--- src/rtl/if_id_hazard_stage.sv ---
// ============================================================================
// if_id_hazard_stage: IF/ID pipeline register with load-use stall and
// EX-redirect flush control, plus saturating stall/flush event counters.
// Rev 1.0
// ============================================================================
`default_nettype none

module if_id_hazard_stage #(
    parameter logic [31:0] NOP_INSTR = 32'h0000_0013,
    parameter int          CNT_W     = 16
) (
    input  logic             clock,
    input  logic             reset_n,
    input  logic [31:0]      pc_in,
    input  logic [31:0]      instru_in,
    input  logic             ex_mem_read,
    input  logic [4:0]       ex_rd,
    input  logic             branch_taken,
    input  logic             jump_taken,
    output logic [31:0]      pc_out,
    output logic [31:0]      instru_out,
    output logic             valid_out,
    output logic             pc_write,
    output logic             ID_flush,
    output logic [CNT_W-1:0] stall_count,
    output logic [CNT_W-1:0] flush_count
);

    localparam logic [6:0] OP_LUI    = 7'b0110111;
    localparam logic [6:0] OP_AUIPC  = 7'b0010111;
    localparam logic [6:0] OP_JAL    = 7'b1101111;
    localparam logic [6:0] OP_RTYPE  = 7'b0110011;
    localparam logic [6:0] OP_STORE  = 7'b0100011;
    localparam logic [6:0] OP_BRANCH = 7'b1100011;

    logic [6:0] opcode;
    logic [4:0] rs1;
    logic [4:0] rs2;
    logic       uses_rs1;
    logic       uses_rs2;
    logic       load_use;
    logic       redirect;

    assign opcode = instru_out[6:0];
    assign rs1    = instru_out[19:15];
    assign rs2    = instru_out[24:20];

    always_comb begin
        uses_rs1 = 1'b1;
        uses_rs2 = 1'b0;
        if (opcode == OP_LUI || opcode == OP_AUIPC || opcode == OP_JAL)
            uses_rs1 = 1'b0;
        if (opcode == OP_RTYPE || opcode == OP_STORE || opcode == OP_BRANCH)
            uses_rs2 = 1'b1;
    end

    // Invalid slots hold an injected NOP and must never stall on stale fields.
    assign load_use = valid_out && ex_mem_read && (ex_rd != 5'd0) &&
                      ((uses_rs1 && (ex_rd == rs1)) || (uses_rs2 && (ex_rd == rs2)));
    assign redirect = branch_taken || jump_taken;

    always_comb begin
        ID_flush = 1'b0;
        pc_write = 1'b1;
        if (redirect) begin
            ID_flush = 1'b1;
            pc_write = 1'b1;
        end else if (load_use) begin
            ID_flush = 1'b1;
            pc_write = 1'b0;
        end
    end

    always_ff @(posedge clock or negedge reset_n) begin
        if (!reset_n) begin
            pc_out      <= 32'd0;
            instru_out  <= NOP_INSTR;
            valid_out   <= 1'b0;
            stall_count <= '0;
            flush_count <= '0;
        end else if (redirect) begin
            pc_out     <= 32'd0;
            instru_out <= NOP_INSTR;
            valid_out  <= 1'b0;
            if (flush_count != {CNT_W{1'b1}})
                flush_count <= flush_count + 1'b1;
        end else if (load_use) begin
            if (stall_count != {CNT_W{1'b1}})
                stall_count <= stall_count + 1'b1;
        end else begin
            pc_out     <= pc_in;
            instru_out <= instru_in;
            valid_out  <= 1'b1;
        end
    end

endmodule

`default_nettype wire

--- config.mk ---
export PLATFORM = sky130hd
export DESIGN_NAME = if_id_hazard_stage
export DESIGN_NICKNAME = d
export VERILOG_FILES = /design/src/rtl/if_id_hazard_stage.sv
export SDC_FILE = /design/constraint.sdc
export NUM_CORES = 1
export LEC_CHECK = 0
export BUFFER_PORTS_ARGS = -buffer_cell sky130_fd_sc_hd__clkbuf_2
export CAP_MARGIN = 30
export CORE_ASPECT_RATIO = 1.1
export CORE_MARGIN = 2
export CORE_UTILIZATION = 45
export CTS_CLUSTER_DIAMETER = 150
export DETAILED_ROUTE_END_ITERATION = 7
export GPL_TIMING_DRIVEN = 0
export PLACE_DENSITY = 0.72
export SYNTH_ARGS = -nofsm -noshare
export SYNTH_HDL_FRONTEND = slang
export SYNTH_SLANG_ARGS = --single-unit
export TNS_END_PERCENT = 50
--- constraint.sdc ---
create_clock -name clock -period 3.2 [get_ports clock]
set_clock_uncertainty 0.2 [all_clocks]
set_input_delay 0.32 -clock clock [delete_from_list [all_inputs] [get_ports clock]]
set_output_delay 0.32 -clock clock [all_outputs]
set_load 0.02 [all_outputs]
==> results of run 1 <==
==> per-stage QoR <==
stage	total power [W]	cells
final	0.002886	823
after global routing	0.003029	823
after CTS	0.002910	823
after detailed placement	0.001839	743
after global placement	0.001821	742
after floorplan	0.001639	453
==> state kept, by name (all words and copies together) (netlist names) <==
| name | count |
|---|---|
| stall_count | 16 |
| flush_count | 16 |
| valid_out | 1 |
| pc_out | 32 |
| instru_out | 32 |
==> logic make-up after synthesis <==
kind of cell    Yosys count  share of synthesized area
compound gates           70                    0.08894
xor+xnor                 40                    0.08086
fa+ha+maj                 2                   0.005774
buf+inv                  27                    0.03494
flops                    97                     0.5611
mux                       2                   0.005197
simple gates            215                     0.2232
==> repair_timing <==
item	CTS	global route
hold endpoints to repair	92	0
gates resized for setup	1	1
endpoints found under the setup margin	1	1
hold buffers	65	0
==> cell usage in the layout, fill, tap and decap left out, drive strengths merged <==
cell / count
inv: 2
and2: 3
xor2: 21
nand4: 10
nor4: 5
nor2: 9
xnor2: 19
or2: 2
a2111oi: 1
and4: 4
nor3b: 2
dfstp: 3
o211ai: 1
o21bai: 1
nor4b: 1
bufinv: 4
buf: 11
nand3: 16
mux2: 2
nand2b: 2
nand2: 145
dlygate4sd3: 65
and3b: 1
and3: 2
o31ai: 1
nor3: 8
dfrtp: 94
or4: 3
clkbuf: 196
a21oi: 64
o21ba: 2
ha: 2
clkinv: 2
or3: 2
==> synth_stat cells (2+ instances only) <==
cell / instances
a21oi_1: 64
and2_1: 3
nand4_1: 10
or2_2: 2
buf_6: 4
nand2_1: 145
inv_1: 2
and4_1: 4
dfrtp_1: 94
clkbuf_1: 14
nor3b_1: 2
nand2b_1: 2
buf_2: 4
mux2_2: 2
dfstp_2: 3
xnor2_1: 19
nor2_1: 9
and3_1: 2
nand3_1: 16
xor2_1: 21
or3_1: 2
nor4_1: 4
ha_1: 2
nor3_1: 8
or4_1: 2
==> worst paths after layout <==
| kind | startpoint | cells after the start | slack, ps | to |
|---|---|---|---|---|
| worst max-delay path | instru_out[4] | 9 | 240 | ID_flush |
| worst min-delay path | reset_n | 2 | 280 | instru_out[13] |
| worst max register to register | instru_out[4] | 8 | 420 | pc_out[20] |
| worst min register to register | stall_count[10] | 1 | 290 | stall_count[10] |
| max in group asynchronous | reset_n | 3 | 1820 | stall_count[4] |
| min in group clock | stall_count[10] | 1 | 290 | stall_count[10] |
==> critical path, stage by stage (launching register included) <==
cell	delay [ps]
dfstp_2	570
nand2b_1	80
a2111oi_2	410
nor4_2	120
o21ba_1	250
buf_6	130
buf_8	150
buf_6	140
nand2_1	60
clkbuf_2	160
==> power by group through the flow <==
stage	sequential [W]	combinational, W	clock [W]
final	0.00139	0.000493	0.00101
after detailed placement	0.00141	0.000430	0
after global routing	0.00140	0.000540	0.00109
after CTS	0.00138	0.000493	0.00103
after floorplan	0.00149	0.000150	0
after global placement	0.00140	0.000417	0
==> routing by layer <==
layer | global-route usage | vias to the layer above | share of wire
li1 | - | 2008 | -
met1 | 0.2992 | 1981 | 0.42
met2 | 0.3941 | 152 | 0.50
met3 | 0.06258 | 17 | 0.068
met4 | 0.07440 | 0 | 0.015
met5 | 0 | - | 0
==> area by class of cell <==
class                      instances  area (µm²)
clock buffer                      10       127.6
inverter                           3       11.26
buffer                            24       140.1
multi-input combinational        329        1757
fill                             748        3068
clock inverter                     5       128.9
tap                              117       146.4
timing repair buffer             238        1541
sequential                        97        2431
==> flow_summary.yaml, run 1 <==
status:
  outcome: "finished, final reports clean"
setup_path:
  crit_type: "reg2out"
  worst_ep_arrival_time_ps: 2440
  critPathCaptureType: "primary output"
  start_kind: "register"
  path_max_fanout: 10
  cp.required_ps: 2680
global_route:
  overflow: 0
  grt_antenna_before_repair: 0
  grtUsageTotal: 0.2350
  grt_pass1_wl_mm: 19.64
  grt_pass1_vias: 4080
  grt_max_degree: 67
routing:
  drt_iter0_markers: 153
  drtPass1Iterations: 6
  drcViolationCount: 0
  drt-wirelength-per-cell_um: 14.74
  vias: 4158
  routed_wl_mm: 12.13
  via_per_inst: 5.052
  ant_nets: 0
sta:
  period_needed_ps: 2959
  hold_ws_ps: 278.7
  setup_viol: 0
  worst_pin_slew_ps: 622.0
  fin_crit_sh: 0.9248
  worst_slack_ps: 240.8
  hold_viol: 0
  fin_setup_tns_ps: 0
  max_clock_freq_mhz: 337.9
  slew-limit-headroom: 0.5853
  drv_slew: 0
  rsz0062_at_grt: "false"
logic_synthesis:
  yosys.area.top_type: "dfrtp_1"
  syn_nets: 529
  synthTopCellsByArea: "dfrtp_1 (54%), nand2_1 (13%), a21oi_1 (7.4%), xor2_1 (4.2%), xnor2_1 (3.8%)"
  ys_seq_elements: 97
  synth_edf_count: 0
  syn_inst: 453
  synth_warnings: 0
  syn_area_per_cell_um2: 9.565
  ys.flop_type: "dfrtp_1"
  synthArstFlopShare: 1.000
  synthesis.area_mm2: 0.004333
  synth_cell_types: 38
  ys_seq_area_frac: 0.5611
  yosysTopAreaCellShare: 0.5429
floorplanning:
  rows: 37
  design.die.area_mm2: 0.01043
  die_y_um: 106.9
  num_io_pins: 173
  core_mm2: 0.009351
  start_util: 0.4633
  die_w_um: 97.56
clock_tree:
  root_buffer: "clkbuf_8"
  clkSinkCount: 97
  worstSkewPairLatency_ps: 360
  cts_tree: "done"
  clkTransAtPathRegs_ps: 90
  htreeDepth: 3
  numCtsBuffers: 9
  cts_setup_buffers: 0
  clock_path_buffers: 2
layout:
  fin_util: 0.6719
  syn_to_final_growth_pct: 45.02
  antenna_cells: 0
  drive_gt1_frac: 0.2975
  layout.nets: 778
  final_area_mm2: 0.006284
placement:
  pre_cts_slack_ps: 309.4
  io_buffer_count: 172
  place_area_mm2: 0.005370
  dp.final_hpwl_mm: 8.100
  gp_congestion: 0.7853
pwr:
  pwr-share-comb: 0.171
  ir_drop_mv: 0.2466
  p_leak_nw: 3.251
  power_frac_seq: 0.480
  p_int_w: 0.002119
  p_sw_frac: 0.2656
  power.density_mw_per_mm2: 459.3
  p_clk_frac: 0.349
  power.switching_w: 0.0007666
hold_path:
  hold_class: "in2async"
flow_run:
  max_cap_violations: 0
Note: power is estimated with default switching activity, not from simulation.
==> inputs of run 2 (changes only) <==
--- a/config.mk
+++ b/config.mk
@@ -6,14 +6,14 @@
 export NUM_CORES = 1
 export LEC_CHECK = 0
 export BUFFER_PORTS_ARGS = -buffer_cell sky130_fd_sc_hd__clkbuf_2
-export CAP_MARGIN = 30
+export CAP_MARGIN = 10
 export CORE_ASPECT_RATIO = 1.1
 export CORE_MARGIN = 2
 export CORE_UTILIZATION = 45
 export CTS_CLUSTER_DIAMETER = 150
 export DETAILED_ROUTE_END_ITERATION = 7
 export GPL_TIMING_DRIVEN = 0
-export PLACE_DENSITY = 0.72
+export PLACE_DENSITY = 0.81
 export SYNTH_ARGS = -nofsm -noshare
 export SYNTH_HDL_FRONTEND = slang
 export SYNTH_SLANG_ARGS = --single-unit
==> flow_summary.yaml, run 2 (synthesized netlist as in run 1, its figures left out) <==
routing:
  via_per_inst: 5.083
  routed_wl_mm: 12.29
  vias: 4188
  drcViolationCount: 0
  drtPass1Iterations: 4
  drt_iter0_markers: 157
  ant_nets: 0
  drt-wirelength-per-cell_um: 14.91
floorplanning:
  die_y_um: 106.9
  design.die.area_mm2: 0.01043
  num_io_pins: 173
  core_mm2: 0.009351
  rows: 37
  die_w_um: 97.56
  start_util: 0.4633
layout:
  drive_gt1_frac: 0.2970
  layout.nets: 778
  fin_util: 0.6646
  antenna_cells: 0
  final_common_cell: "clkbuf_2"
  final_cells: 824
  layout_common_cells: "clkbuf_2 (171), nand2_1 (145), dfrtp_1 (94)"
  syn_to_final_growth_pct: 43.43
  top_regs: "instru_out (32), pc_out (32)"
clock_tree:
  numCtsBuffers: 9
  clock_path_buffers: 2
  clkSinkCount: 97
  cts_setup_buffers: 0
  clkTransAtPathRegs_ps: 90
  cts_tree: "done"
  htreeDepth: 3
  root_buffer: "clkbuf_8"
  worstSkewPairLatency_ps: 350
global_route:
  grt_pass1_vias: 4295
  grtUsageTotal: 0.2409
  grt_pass1_wl_mm: 20.22
  overflow: 0
  grt_antenna_before_repair: 0
  grt_max_degree: 67
pwr:
  ir_drop_mv: 0.2266
  power.density_mw_per_mm2: 429.1
  p_leak_nw: 3.218
placement:
  gp_congestion: 0.8321
  dp_cells: 743
  io_buffer_count: 172
  dp.final_hpwl_mm: 8.141
status:
  outcome: "finished, final reports clean"
sta:
  fin_crit_sh: 0.9434
  period_needed_ps: 3019
  setup_viol: 0
  drv_slew: 0
  hold_viol: 0
  worst_pin_slew_ps: 655.0
  fin_setup_tns_ps: 0
  slew-limit-headroom: 0.5633
  rsz0062_at_grt: "false"
  max_clock_freq_mhz: 331.2
setup_path:
  cp.required_ps: 2680
  worstPathCellList: "nand2b_1, a2111oi_2, nor4_2, o21ba_1, buf_6, buf_8, buf_6, nand2_1, clkbuf_2"
  critPathCaptureType: "primary output"
  crit_type: "reg2out"
  max_stage_delay_ps: 570
  path_max_fanout: 10
  start_kind: "register"
  worst_ep_arrival_time_ps: 2500
  cp_slowest_cell: "dfstp_2"
  path_common_cell: "buf_6"
flow_run:
  max_cap_violations: 0
hold_path:
  hold_class: "in2async"
[run 2: cell types whose count changed in the layout (fill, tap and decap cells not counted)]
cell / previous run / this run
clkbuf_1: 15 / 16
clkinv_2: 0 / 2
bufinv_16: 4 / 1
clkinvlp_4: 0 / 1
[run 2: metal layers]
layer / wire (µm) / global-route usage / vias up
li1: - / - / 2007
met1: 5055 / 0.2923 / 2014
met2: 6268 / 0.4138 / 140
met3: 638 / 0.04628 / 27
met4: 327 / 0.1171 / 0
met5: 0 / 0 / -
[run 2: per-stage QoR]
| stage | hold WS [ps] | power [W] | setup WS (ps) | area, µm² |
|---|---|---|---|---|
| finish | 275.6 | 0.002667 | 181.0 | 6215 |
| global route | 312.2 | 0.002782 | 24.21 | 6215 |
| CTS | 282.8 | 0.002690 | 146.9 | 6215 |
| detailed placement | 132.1 | 0.001842 | 179.5 | 5370 |
| global placement | 276.1 | 0.001817 | 352.8 | 5340 |
| floorplan | -175.6 | 0.001639 | 681.3 | 4333 |
[run 2: repair_timing]
action / in CTS / in global routing
endpoints found under the setup margin: 1 / 0
hold endpoints to repair: 92 / 0
hold buffers: 65 / 0
gates resized for setup: 2 / 0
[run 2: cell type report]
| cell class | count | area, µm² |
|---|---|---|
| Buffer | 24 | 140.1 |
| Clock buffer | 11 | 131.4 |
| Clock inverter | 5 | 56.30 |
| Fill cell | 746 | 3137 |
| Inverter | 3 | 11.26 |
| Multi-Input combinational cell | 329 | 1757 |
| Sequential cell | 97 | 2431 |
| Tap cell | 117 | 146.4 |
| Timing Repair Buffer | 238 | 1541 |
[run 2: worst paths after layout]
check,from,slack (ps),endpoint,depth (start not counted)
worst min-delay path,reset_n,280,instru_out[9],2
min in group clock,flush_count[6],300,flush_count[6],1
max in group asynchronous,reset_n,1850,pc_out[13],3
worst max register to register,instru_out[4],480,pc_out[27],8
worst max-delay path,instru_out[4],180,ID_flush,9
worst min register to register,flush_count[6],300,flush_count[6],1
[run 2: critical path, delay by kind of cell (launching register included)]
kind            cells  cell delay (ps)
buf+inv             4              600
compound gates      2              720
flops               1              570
simple gates        3              250
[run 2: report_power, final]
part	internal [W]	total (W)	switching, W
logic	0.000220	0.000501	0.000281
clock network	0.000361	0.000784	0.000422
registers	0.00130	0.00138	0.0000782
total	0.00189	0.00267	0.000782
